$ cat src/rtl/cluster_pkg.sv
// Shared types for the per-core dispatcher port.
// Address width and the launch/emit state encodings.
package cluster_pkg;
  localparam int ADDR_W = 8;

  typedef logic [ADDR_W-1:0] addr_t;

  typedef enum logic [1:0] {
    IDLE,
    LAUNCH,
    ACTIVE
  } launch_state_t;

  typedef enum logic {
    E_IDLE,
    E_HOLD
  } emit_state_t;
endpackage

$ cat src/rtl/proc_port_if.sv
// Core-side bundle of a proc_port: launch pulse/entry,
// completion, and the spawn valid/ready handshake.
interface proc_port_if;
  import cluster_pkg::*;

  logic  core_go;
  addr_t core_entry;
  logic  core_done;
  logic  core_spawn_valid;
  addr_t core_spawn_addr;
  logic  core_spawn_ready;

  modport master (
    output core_go,
    output core_entry,
    output core_spawn_ready,
    input  core_done,
    input  core_spawn_valid,
    input  core_spawn_addr
  );

  modport slave (
    input  core_go,
    input  core_entry,
    input  core_spawn_ready,
    output core_done,
    output core_spawn_valid,
    output core_spawn_addr
  );
endinterface

$ cat src/rtl/spawn_fifo.sv
// Show-ahead spawn request FIFO; also exports the
// next-cycle empty flag for the registered busy output.
module spawn_fifo
  import cluster_pkg::*;
#(
  parameter int DEPTH = 4
) (
  input  logic  clock,
  input  logic  reset,
  input  logic  push,
  input  addr_t din,
  input  logic  pop,
  output addr_t dout,
  output logic  full,
  output logic  empty,
  output logic  empty_nxt
);
  localparam int PW = $clog2(DEPTH);
  localparam logic [PW:0] CNT_ONE  = (PW+1)'(1);
  localparam logic [PW:0] CNT_FULL = (PW+1)'(DEPTH);

  addr_t         mem [DEPTH];
  logic [PW-1:0] wr_ptr;
  logic [PW-1:0] rd_ptr;
  logic [PW:0]   count;
  logic [PW:0]   count_nxt;
  logic          do_push;
  logic          do_pop;

  assign full    = (count == CNT_FULL);
  assign empty   = (count == '0);
  assign do_push = push & ~full;
  assign do_pop  = pop & ~empty;
  assign dout    = mem[rd_ptr];

  always_comb begin
    count_nxt = count;
    if (do_push && !do_pop) begin
      count_nxt = count + CNT_ONE;
    end else if (!do_push && do_pop) begin
      count_nxt = count - CNT_ONE;
    end
    empty_nxt = (count_nxt == '0);
  end

  always_ff @(posedge clock) begin
    if (do_push) begin
      mem[wr_ptr] <= din;
    end
  end

  always_ff @(posedge clock) begin
    if (reset) begin
      wr_ptr <= '0;
      rd_ptr <= '0;
      count  <= '0;
    end else begin
      if (do_push) begin
        wr_ptr <= wr_ptr + PW'(1);
      end
      if (do_pop) begin
        rd_ptr <= rd_ptr + PW'(1);
      end
      count <= count_nxt;
    end
  end
endmodule

$ cat src/rtl/proc_port.sv
// Dispatcher-to-core port: start-edge launch FSM plus a
// spawn emitter that holds each toggle event HOLD_CYCLES.
module proc_port
  import cluster_pkg::*;
#(
  parameter int SPAWN_DEPTH = 4,
  parameter int HOLD_CYCLES = 16
) (
  input  logic  clock,
  input  logic  reset,
  input  logic  proc_start,
  input  addr_t proc_start_addr,
  output logic  proc_running,
  output addr_t proc_spawn_addr,
  output logic  proc_onspawn,
  output logic  launch_err,
  proc_port_if.master core
);
  localparam int HW = $clog2(HOLD_CYCLES + 1);
  localparam logic [HW-1:0] HOLD_LOAD = HW'(HOLD_CYCLES - 1);

  launch_state_t launch_q;
  launch_state_t launch_nxt;
  emit_state_t   emit_q;
  emit_state_t   emit_nxt;
  logic [HW-1:0] hold_cnt;
  logic          start_prev;
  logic          start_edge;
  logic          fifo_full;
  logic          fifo_empty;
  logic          fifo_empty_nxt;
  logic          push;
  logic          pop;
  addr_t         fifo_head;

  assign start_edge            = proc_start & ~start_prev;
  assign core.core_spawn_ready = ~fifo_full;
  assign push = core.core_spawn_valid & ~fifo_full;
  assign pop  = (emit_q == E_IDLE) & ~fifo_empty;

  spawn_fifo #(
    .DEPTH(SPAWN_DEPTH)
  ) u_fifo (
    .clock    (clock),
    .reset    (reset),
    .push     (push),
    .din      (core.core_spawn_addr),
    .pop      (pop),
    .dout     (fifo_head),
    .full     (fifo_full),
    .empty    (fifo_empty),
    .empty_nxt(fifo_empty_nxt)
  );

  always_comb begin
    launch_nxt = launch_q;
    unique case (launch_q)
      IDLE:    if (start_edge) launch_nxt = LAUNCH;
      LAUNCH:  launch_nxt = ACTIVE;
      ACTIVE:  if (core.core_done) launch_nxt = IDLE;
      default: launch_nxt = IDLE;
    endcase
  end

  always_comb begin
    emit_nxt = emit_q;
    unique case (emit_q)
      E_IDLE:  if (pop) emit_nxt = E_HOLD;
      E_HOLD:  if (hold_cnt == '0) emit_nxt = E_IDLE;
      default: emit_nxt = E_IDLE;
    endcase
  end

  always_ff @(posedge clock) begin
    if (reset) begin
      launch_q        <= IDLE;
      emit_q          <= E_IDLE;
      hold_cnt        <= '0;
      start_prev      <= 1'b0;
      core.core_go    <= 1'b0;
      core.core_entry <= '0;
      launch_err      <= 1'b0;
      proc_spawn_addr <= '0;
      proc_onspawn    <= 1'b0;
      proc_running    <= 1'b0;
    end else begin
      launch_q     <= launch_nxt;
      emit_q       <= emit_nxt;
      start_prev   <= proc_start;
      core.core_go <= (launch_nxt == LAUNCH);
      if (launch_q == IDLE && start_edge) begin
        core.core_entry <= proc_start_addr;
      end
      if (launch_q != IDLE && start_edge) begin
        launch_err <= 1'b1;
      end
      if (pop) begin
        proc_spawn_addr <= fifo_head;
        proc_onspawn    <= ~proc_onspawn;
        hold_cnt        <= HOLD_LOAD;
      end else if (emit_q == E_HOLD && hold_cnt != '0) begin
        hold_cnt <= hold_cnt - HW'(1);
      end
      // Built from next-state terms so busy has no input-to-output path.
      proc_running <= (launch_nxt != IDLE) | ~fifo_empty_nxt
                    | (emit_nxt == E_HOLD);
    end
  end
endmodule

$ cat src/flat_wrapper.sv
// flat-port wrapper written by rule: the top's interface ports become plain ports
module proc_port_flat import cluster_pkg::*;
#(
  parameter int SPAWN_DEPTH = 4,
  parameter int HOLD_CYCLES = 16
)
  (clock, reset, proc_start, proc_start_addr, proc_running, proc_spawn_addr, proc_onspawn, launch_err, core_core_go, core_core_entry, core_core_spawn_ready, core_core_done, core_core_spawn_valid, core_core_spawn_addr);
  proc_port_if core_i ();
  input  logic clock;
  input  logic reset;
  input  logic proc_start;
  input  addr_t proc_start_addr;
  output logic proc_running;
  output addr_t proc_spawn_addr;
  output logic proc_onspawn;
  output logic launch_err;
  output wire logic [$bits(core_i.core_go)-1:0] core_core_go;
  output wire logic [$bits(core_i.core_entry)-1:0] core_core_entry;
  output wire logic [$bits(core_i.core_spawn_ready)-1:0] core_core_spawn_ready;
  input wire logic [$bits(core_i.core_done)-1:0] core_core_done;
  input wire logic [$bits(core_i.core_spawn_valid)-1:0] core_core_spawn_valid;
  input wire logic [$bits(core_i.core_spawn_addr)-1:0] core_core_spawn_addr;
  assign core_core_go = core_i.core_go;
  assign core_core_entry = core_i.core_entry;
  assign core_core_spawn_ready = core_i.core_spawn_ready;
  assign core_i.core_done = core_core_done;
  assign core_i.core_spawn_valid = core_core_spawn_valid;
  assign core_i.core_spawn_addr = core_core_spawn_addr;
  proc_port #(.SPAWN_DEPTH(SPAWN_DEPTH), .HOLD_CYCLES(HOLD_CYCLES)) u_core (.clock(clock), .reset(reset), .proc_start(proc_start), .proc_start_addr(proc_start_addr), .proc_running(proc_running), .proc_spawn_addr(proc_spawn_addr), .proc_onspawn(proc_onspawn), .launch_err(launch_err), .core(core_i));
endmodule
$ cat config.mk
export PLATFORM = sky130hd
export DESIGN_NAME = proc_port_flat
export DESIGN_NICKNAME = d
export VERILOG_FILES = /design/src/rtl/cluster_pkg.sv /design/src/rtl/proc_port_if.sv /design/src/rtl/spawn_fifo.sv /design/src/rtl/proc_port.sv /design/src/flat_wrapper.sv
export SDC_FILE = /design/constraint.sdc
export NUM_CORES = 1
export LEC_CHECK = 0
export BUFFER_PORTS_ARGS = -buffer_cell sky130_fd_sc_hd__buf_2
export CORE_UTILIZATION = 40
export DETAILED_ROUTE_END_ITERATION = 8
export PLACE_DENSITY = 0.72
export SLEW_MARGIN = 10
export SYNTH_ARGS = -nofsm -noshare
export SYNTH_HDL_FRONTEND = slang
export SYNTH_SLANG_ARGS = --single-unit
$ cat constraint.sdc
create_clock -name clock -period 4.34 [get_ports clock]
set_input_delay 0.434 -clock clock [delete_from_list [all_inputs] [get_ports clock]]
set_output_delay 0.434 -clock clock [all_outputs]
set_load 0.01 [all_outputs]
Yosys cells after proc, flatten, opt, wreduce, memory -nomap -nowiden
Memories as Yosys holds them, arrays and structs flattened. A register that Yosys moved wholly into a read port is not among the register bits.
Cells that the tools add are included.
{ "classes": {"add_sub_neg": 5, "n_eq_ne": 4, "muxes": 12, "bitwise_logic": 13, "n_reduce_logical": 16} }
{ "ops": {"columns": ["operator", "count"], "rows": [
  ["$mux W4", 2],
  ["$logic_not A3 Y1", 2],
  ["$mux W3", 2],
  ["$not A1 Y1", 6],
  ["$pmux W2 S3", 1],
  ["$reduce_bool A2 Y1", 3],
  ["$and A1 B1 Y1", 5],
  ["$logic_and A1 B1 Y1", 5],
  ["$logic_not A5 Y1", 1],
  ["$reduce_bool A5 Y1", 1],
  ["$sub A5 B1 Y5 const B", 1],
  ["$add A2 B1 Y2 const B", 2],
  ["$eq A2 B1 Y1 const B", 2],
  ["$mux W1", 4],
  ["$mux W2", 2],
  ["$add A3 B1 Y3 const B", 1],
  ["$eq A3 B3 Y1 const B", 1],
  ["$sub A3 B1 Y3 const B", 1],
  ["$eq A2 B2 Y1 const B", 1],
  ["$logic_not A1 Y1", 2],
  ["$logic_not A2 Y1", 1],
  ["$or A1 B1 Y1", 2],
  ["$pmux W1 S2", 1],
  ["$reduce_or A2 Y1", 1]
]} }
{ "totals": {"regBits": 28, "mem_bits_rw": 32, "input_bits": 21, "out_inout_bits": 21, "elab_cells": 64, "n_memories": 1} }
{ "memory_table": {"columns": ["name", "depth", "width", "rd", "rd_ports_with_merged_regs", "write_ports", "line_no", "text"], "rows": [
  ["u_core.u_fifo.mem", 4, 8, 1, 1, 1, "spawn_fifo.sv:22", "addr_t mem [DEPTH];"]
]} }

Depth between registers and ports, before layout
{ "logic_depth": {"depth_word": 12, "depth_mapped": 7} }

Hierarchy
Synthesis repeated with hierarchy kept, for this count alone.
{ "unflattened": {"cells_unflattened": 235, "hier_area_um2": 2840.2} }
{ "modules_own_cells": {"columns": ["mod", "instances", "cells_each", "area_per_inst_um2"], "rows": [
  ["spawn_fifo", 1, 107, 1739.2],
  ["proc_port", 1, 128, 1101.1]
]} }

Worst setup path after synthesis
Ideal clock, no wire load.
{ "synth_path": {"kind": "register to register", "startpoint": "register u_core.u_fifo.count[0]", "endpoint": "memory u_core.u_fifo.mem[0][0] (netlist bit), enable pin", "t_arrival_ns": 1.419, "setup_slack_ns": 2.589, "path_stages_with_launch": 6, "path_buffers": 1, "period_less_slack_ns": 1.751, "cell_sequence": "dfxtp_1 -> inv_1 -> ha_1 -> a21boi_1 -> buf_4 -> and2_1"} }
{ "synth_between": {"elab_chain_len": 6} }
{ "synth_lines": {"columns": ["item", "line_no", "text"], "rows": [
  ["start, declared", "spawn_fifo.sv:25", "logic [PW:0] count;"],
  ["start signal, assigned", "spawn_fifo.sv:64", "count <= count_nxt;"],
  ["$eq A3 B3 Y1 (*)", "spawn_fifo.sv:30", "assign full = (count == CNT_FULL);"],
  ["$not A1 Y1 (*)", "spawn_fifo.sv:32, proc_port.sv:38", null],
  ["$and A1 B1 Y1", "proc_port.sv:38", "assign push = core.core_spawn_valid & ~fifo_full;"],
  ["$and A1 B1 Y1 (*)", "spawn_fifo.sv:32", "assign do_push = push & ~full;"],
  ["$mux W1 (*)", "spawn_fifo.sv:47", "if (do_push) begin"],
  ["$mux W1 (not written as such) (*)", "spawn_fifo.sv:48", "mem[wr_ptr] <= din;"],
  ["end, declared", "spawn_fifo.sv:22", null]
]} }
Every way passes the cells marked *; elsewhere a longest branch is shown, timed or not.

Final worst setup path
{ "layout_path": {"startpoint": "register u_core.u_fifo.count[0]", "endpoint": "register u_core.u_fifo.count[2]"} }
{ "layout_between": {"elab_chain_len": 8, "word_cells_on_any_way": 16} }
{ "layout_lines": {"columns": ["item", "line_no", "text"], "rows": [
  ["$eq A3 B3 Y1", "spawn_fifo.sv:30", null],
  ["$not A1 Y1", "spawn_fifo.sv:32, proc_port.sv:38", null],
  ["$and A1 B1 Y1", "proc_port.sv:38", null],
  ["$and A1 B1 Y1", "spawn_fifo.sv:32", null],
  ["$logic_not A1 Y1", "spawn_fifo.sv:40", "end else if (!do_push && do_pop) begin"],
  ["$logic_and A1 B1 Y1", "spawn_fifo.sv:40", null],
  ["$mux W3", "spawn_fifo.sv:40", null],
  ["$mux W3 (*)", "spawn_fifo.sv:38", "if (do_push && !do_pop) begin"]
]} }
Marked as above.
A chain may end at the register's enable or synchronous reset.

==> run metrics <==
number of input and output port buffers inserted=just over 40; synthesized cell area=around 2800 um2; Highest Clock Rate=~0.38 GHz; Worst IR Drop VDD=0.000256 V; DRC violations left=0; combinational family with the most area after synthesis=simple AND/OR/NAND/NOR gates; count of yosys warnings during synthesis=0; Clock transition at path regs=approximately 70 ps; required time of the worst setup path=between 4000 and 5000 ps; height of the chip=about 85 um; number of gates given a new drive strength after cts=0; Initial DRC Count=~100; buffers plus inverters on the worst setup path=1; Detailed Route WL=roughly 5.0 mm; buffer type at the clock tree root=sky130_fd_sc_hd__clkbuf_8; Max-cap violations=0; worst setup skew after layout=roughly 11 ps; Crit Path Class=reg -> reg; Vias per Instance=approximately 5.1; post-layout min period=between 2000 and 3000 ps; number of fill cells=~570; detailed-routing iteration count for the pre-antenna-repair pass=4; RSZ-0062 raised after global routing=no; Most used DFF post-synth=sky130_fd_sc_hd__dfxtp_1; clock network latency to the later pin of the worst-skew pair=about 340 ps; wire per inst=between 10 and 15 um; aggregate global-route resource usage=between 10% and 20%; cell class contributing the biggest share of worst-path delay=compound AO/OA/AOI/OAI gates; Clock Sink Count=between 60 and 70; total negative setup slack=0 ps; Worst Max-Slew Pin Slew=977 ps; sequential area share after synthesis=60.8%; final weighted congestion in routability-driven placement=roughly 0.71; Syn-to-layout area delta=16.4%; post-synthesis simple-gate area fraction=12.8%; CTS tree=done; residual overflow from global routing=0; leading cell types in the layout, fill and taps excluded=sky130_fd_sc_hd__buf_2, sky130_fd_sc_hd__dfxtp_1, sky130_fd_sc_hd__nand2_1; maximum buffer depth of the clock tree=2; ANT nets after route=0; I/O Pins=42; type of element capturing the critical path=flop; leading post-synthesis cells by cell area=sky130_fd_sc_hd__edfxtp_1, sky130_fd_sc_hd__dfxtp_1, sky130_fd_sc_hd__mux4_2; ratio of final minimum period to clock period=60.4%; multi-input gate area in the final layout=997 um2; category of the worst setup path launch point=flop; Seq cells post-synth=68; outcome=finished clean; number of enable flip-flop cells after synthesis=32; total via count in the routed design=between 1500 and 2000; Slowest Stage Delay on Critical Path=about 800 ps; floorplan die area=between 7000 and 8000 um2; total number of placement rows=29; cts hold-fix bufs=0; slowest CP cell=sky130_fd_sc_hd__a21boi_1; Post-DP HPWL=between 3 and 4 mm; Num CTS Buffers=9; cells along the critical path=inv_1 > ha_1 > a21boi_1 > o21ai_1 > o2bb2a_2 > mux2_1; pin count of the biggest net entering global routing=39; vias in the first global route=roughly 1700; FFs w/ async S/R, synth=0%; adder-cell share of the synthesized area=4.07%; Syn Nets=260; share of cells above drive strength 1=approximately a quarter; starting density of the core=a little over two fifths; setup fix buffers added after clock tree synthesis=0; Arrival @ worst endpoint=roughly 2800 ps; Placeable Area=between 6000 and 7000 um2; biggest area consumer among synthesized cells=sky130_fd_sc_hd__edfxtp_1; biggest fanout along the worst timing path=12; Avg Synthesized Cell Area=12.0 um2; final hold violation count=0; die span in x=85.1 um; setup-violating endpoint count in the final report=0; final-layout worst hold slack=about 310 ps; Compound-Gate Fraction of Synth Area=a little under a tenth; area share of the largest cell type after synthesis=between 30% and 40%; post-synthesis mux area share=7.65%; number of cells produced by synthesis=between 200 and 250; wire length of the first global-routing pass=between 8 and 9 mm; final-report max-slew violation count=0; power density over the cells=around 650 nW/um2; leakage dissipation=0.00123 uW; type of the most critical hold path=in -> reg; most common cell after layout, fill and taps aside=sky130_fd_sc_hd__buf_2; number of antenna violations at the first check in global routing=0; sequential cell area=roughly 1700 um2; Antenna Cells=0; worst relative slew slack=between 30% and 40%; Nets=300; xor/xnor share of the synthesized area=2.40%; H-tree lvl count=3; number of unique standard cell types used by synthesis=between 40 and 50
## metrics by stage
step	cells	instance area (um2)	worst slack (ps)	total power, uW	utilization [%]
2_1_floorplan	230	2760	2590	1400	-
3_3_place_gp	336	3010	1880	1530	46.3
3_5_place_dp	336	3010	1770	1560	46.3
4_1_cts	352	3220	1750	2110	49.5
5_1_grt	352	3220	1540	2230	49.5
6_report	352	3220	1720	2090	49.5
## state kept, by name (all words and copies together) (netlist names)
signal                  cells
u_core.u_fifo.wr_ptr        2
u_core.u_fifo.count         3
u_core.emit_q               1
u_core.start_prev           1
u_core.proc_running         1
u_core.core.core_go         1
u_core.u_fifo.mem          32
u_core.hold_cnt             5
u_core.launch_q             2
u_core.proc_onspawn         1
u_core.launch_err           1
u_core.u_fifo.rd_ptr        2
u_core.core.core_entry      8
u_core.proc_spawn_addr      8
## synthesized netlist by cell type (2+ instances only)
master,number
sky130_fd_sc_hd__a211oi_1,5
sky130_fd_sc_hd__a21oi_1,20
sky130_fd_sc_hd__a311oi_1,3
sky130_fd_sc_hd__a31oi_1,2
sky130_fd_sc_hd__and2_1,5
sky130_fd_sc_hd__buf_1,2
sky130_fd_sc_hd__buf_2,5
sky130_fd_sc_hd__clkbuf_1,4
sky130_fd_sc_hd__dfxtp_1,36
sky130_fd_sc_hd__edfxtp_1,32
sky130_fd_sc_hd__ha_1,9
sky130_fd_sc_hd__inv_1,8
sky130_fd_sc_hd__mux2i_1,2
sky130_fd_sc_hd__mux4_2,8
sky130_fd_sc_hd__nand2_1,35
sky130_fd_sc_hd__nand4_1,2
sky130_fd_sc_hd__nor2_1,15
sky130_fd_sc_hd__nor2b_1,3
sky130_fd_sc_hd__nor3_1,6
sky130_fd_sc_hd__o21ai_0,4
sky130_fd_sc_hd__xnor2_1,4
## routing by layer
layer,up-vias,part of all wire [%],GRT usage [%]
met1,859,46,19.1
met5,-,0,0
met3,4,3.6,5.64
met4,0,0.74,5.55
li1,906,-,-
met2,32,49,23.2
## final cells by class
| class | instances | area share (%) |
|---|---|---|
| Tap cell | 77 | 2.99 |
| Multi-Input combinational cell | 142 | 31.0 |
| Clock inverter | 5 | 2.37 |
| Sequential cell | 68 | 52.3 |
| Clock buffer | 11 | 4.08 |
| Timing Repair Buffer | 41 | 6.38 |
| Inverter | 8 | 0.933 |
## cell families after synthesis
group | count (synthesis)
AND/OR/NAND/NOR | 75
multiplexers | 11
buffers and inverters | 20
XOR/XNOR | 6
flip-flops | 68
AO/OA/AOI/OAI | 41
adder cells (fa/ha/maj) | 9
## where the power goes
part / switching, uW / total [uW] / internal (uW)
logic: 331 / 621 / 290
clock network: 231 / 552 / 321
registers: 118 / 921 / 803
total: 680 / 2090 / 1410
## worst paths after layout
check / end / cells past startpoint / startpoint / slack (ps)
setup / recovery: u_core.u_fifo.count[2] / 6 / u_core.u_fifo.count[0] / 1720
hold / removal: u_core.u_fifo.mem[0][6] / 1 / core_core_spawn_addr[6] / 310
setup reg to reg: u_core.u_fifo.count[2] / 6 / u_core.u_fifo.count[0] / 1720
hold reg to reg: u_core.launch_err / 2 / u_core.launch_err / 450
Note: power is estimated with default switching activity, not from simulation.
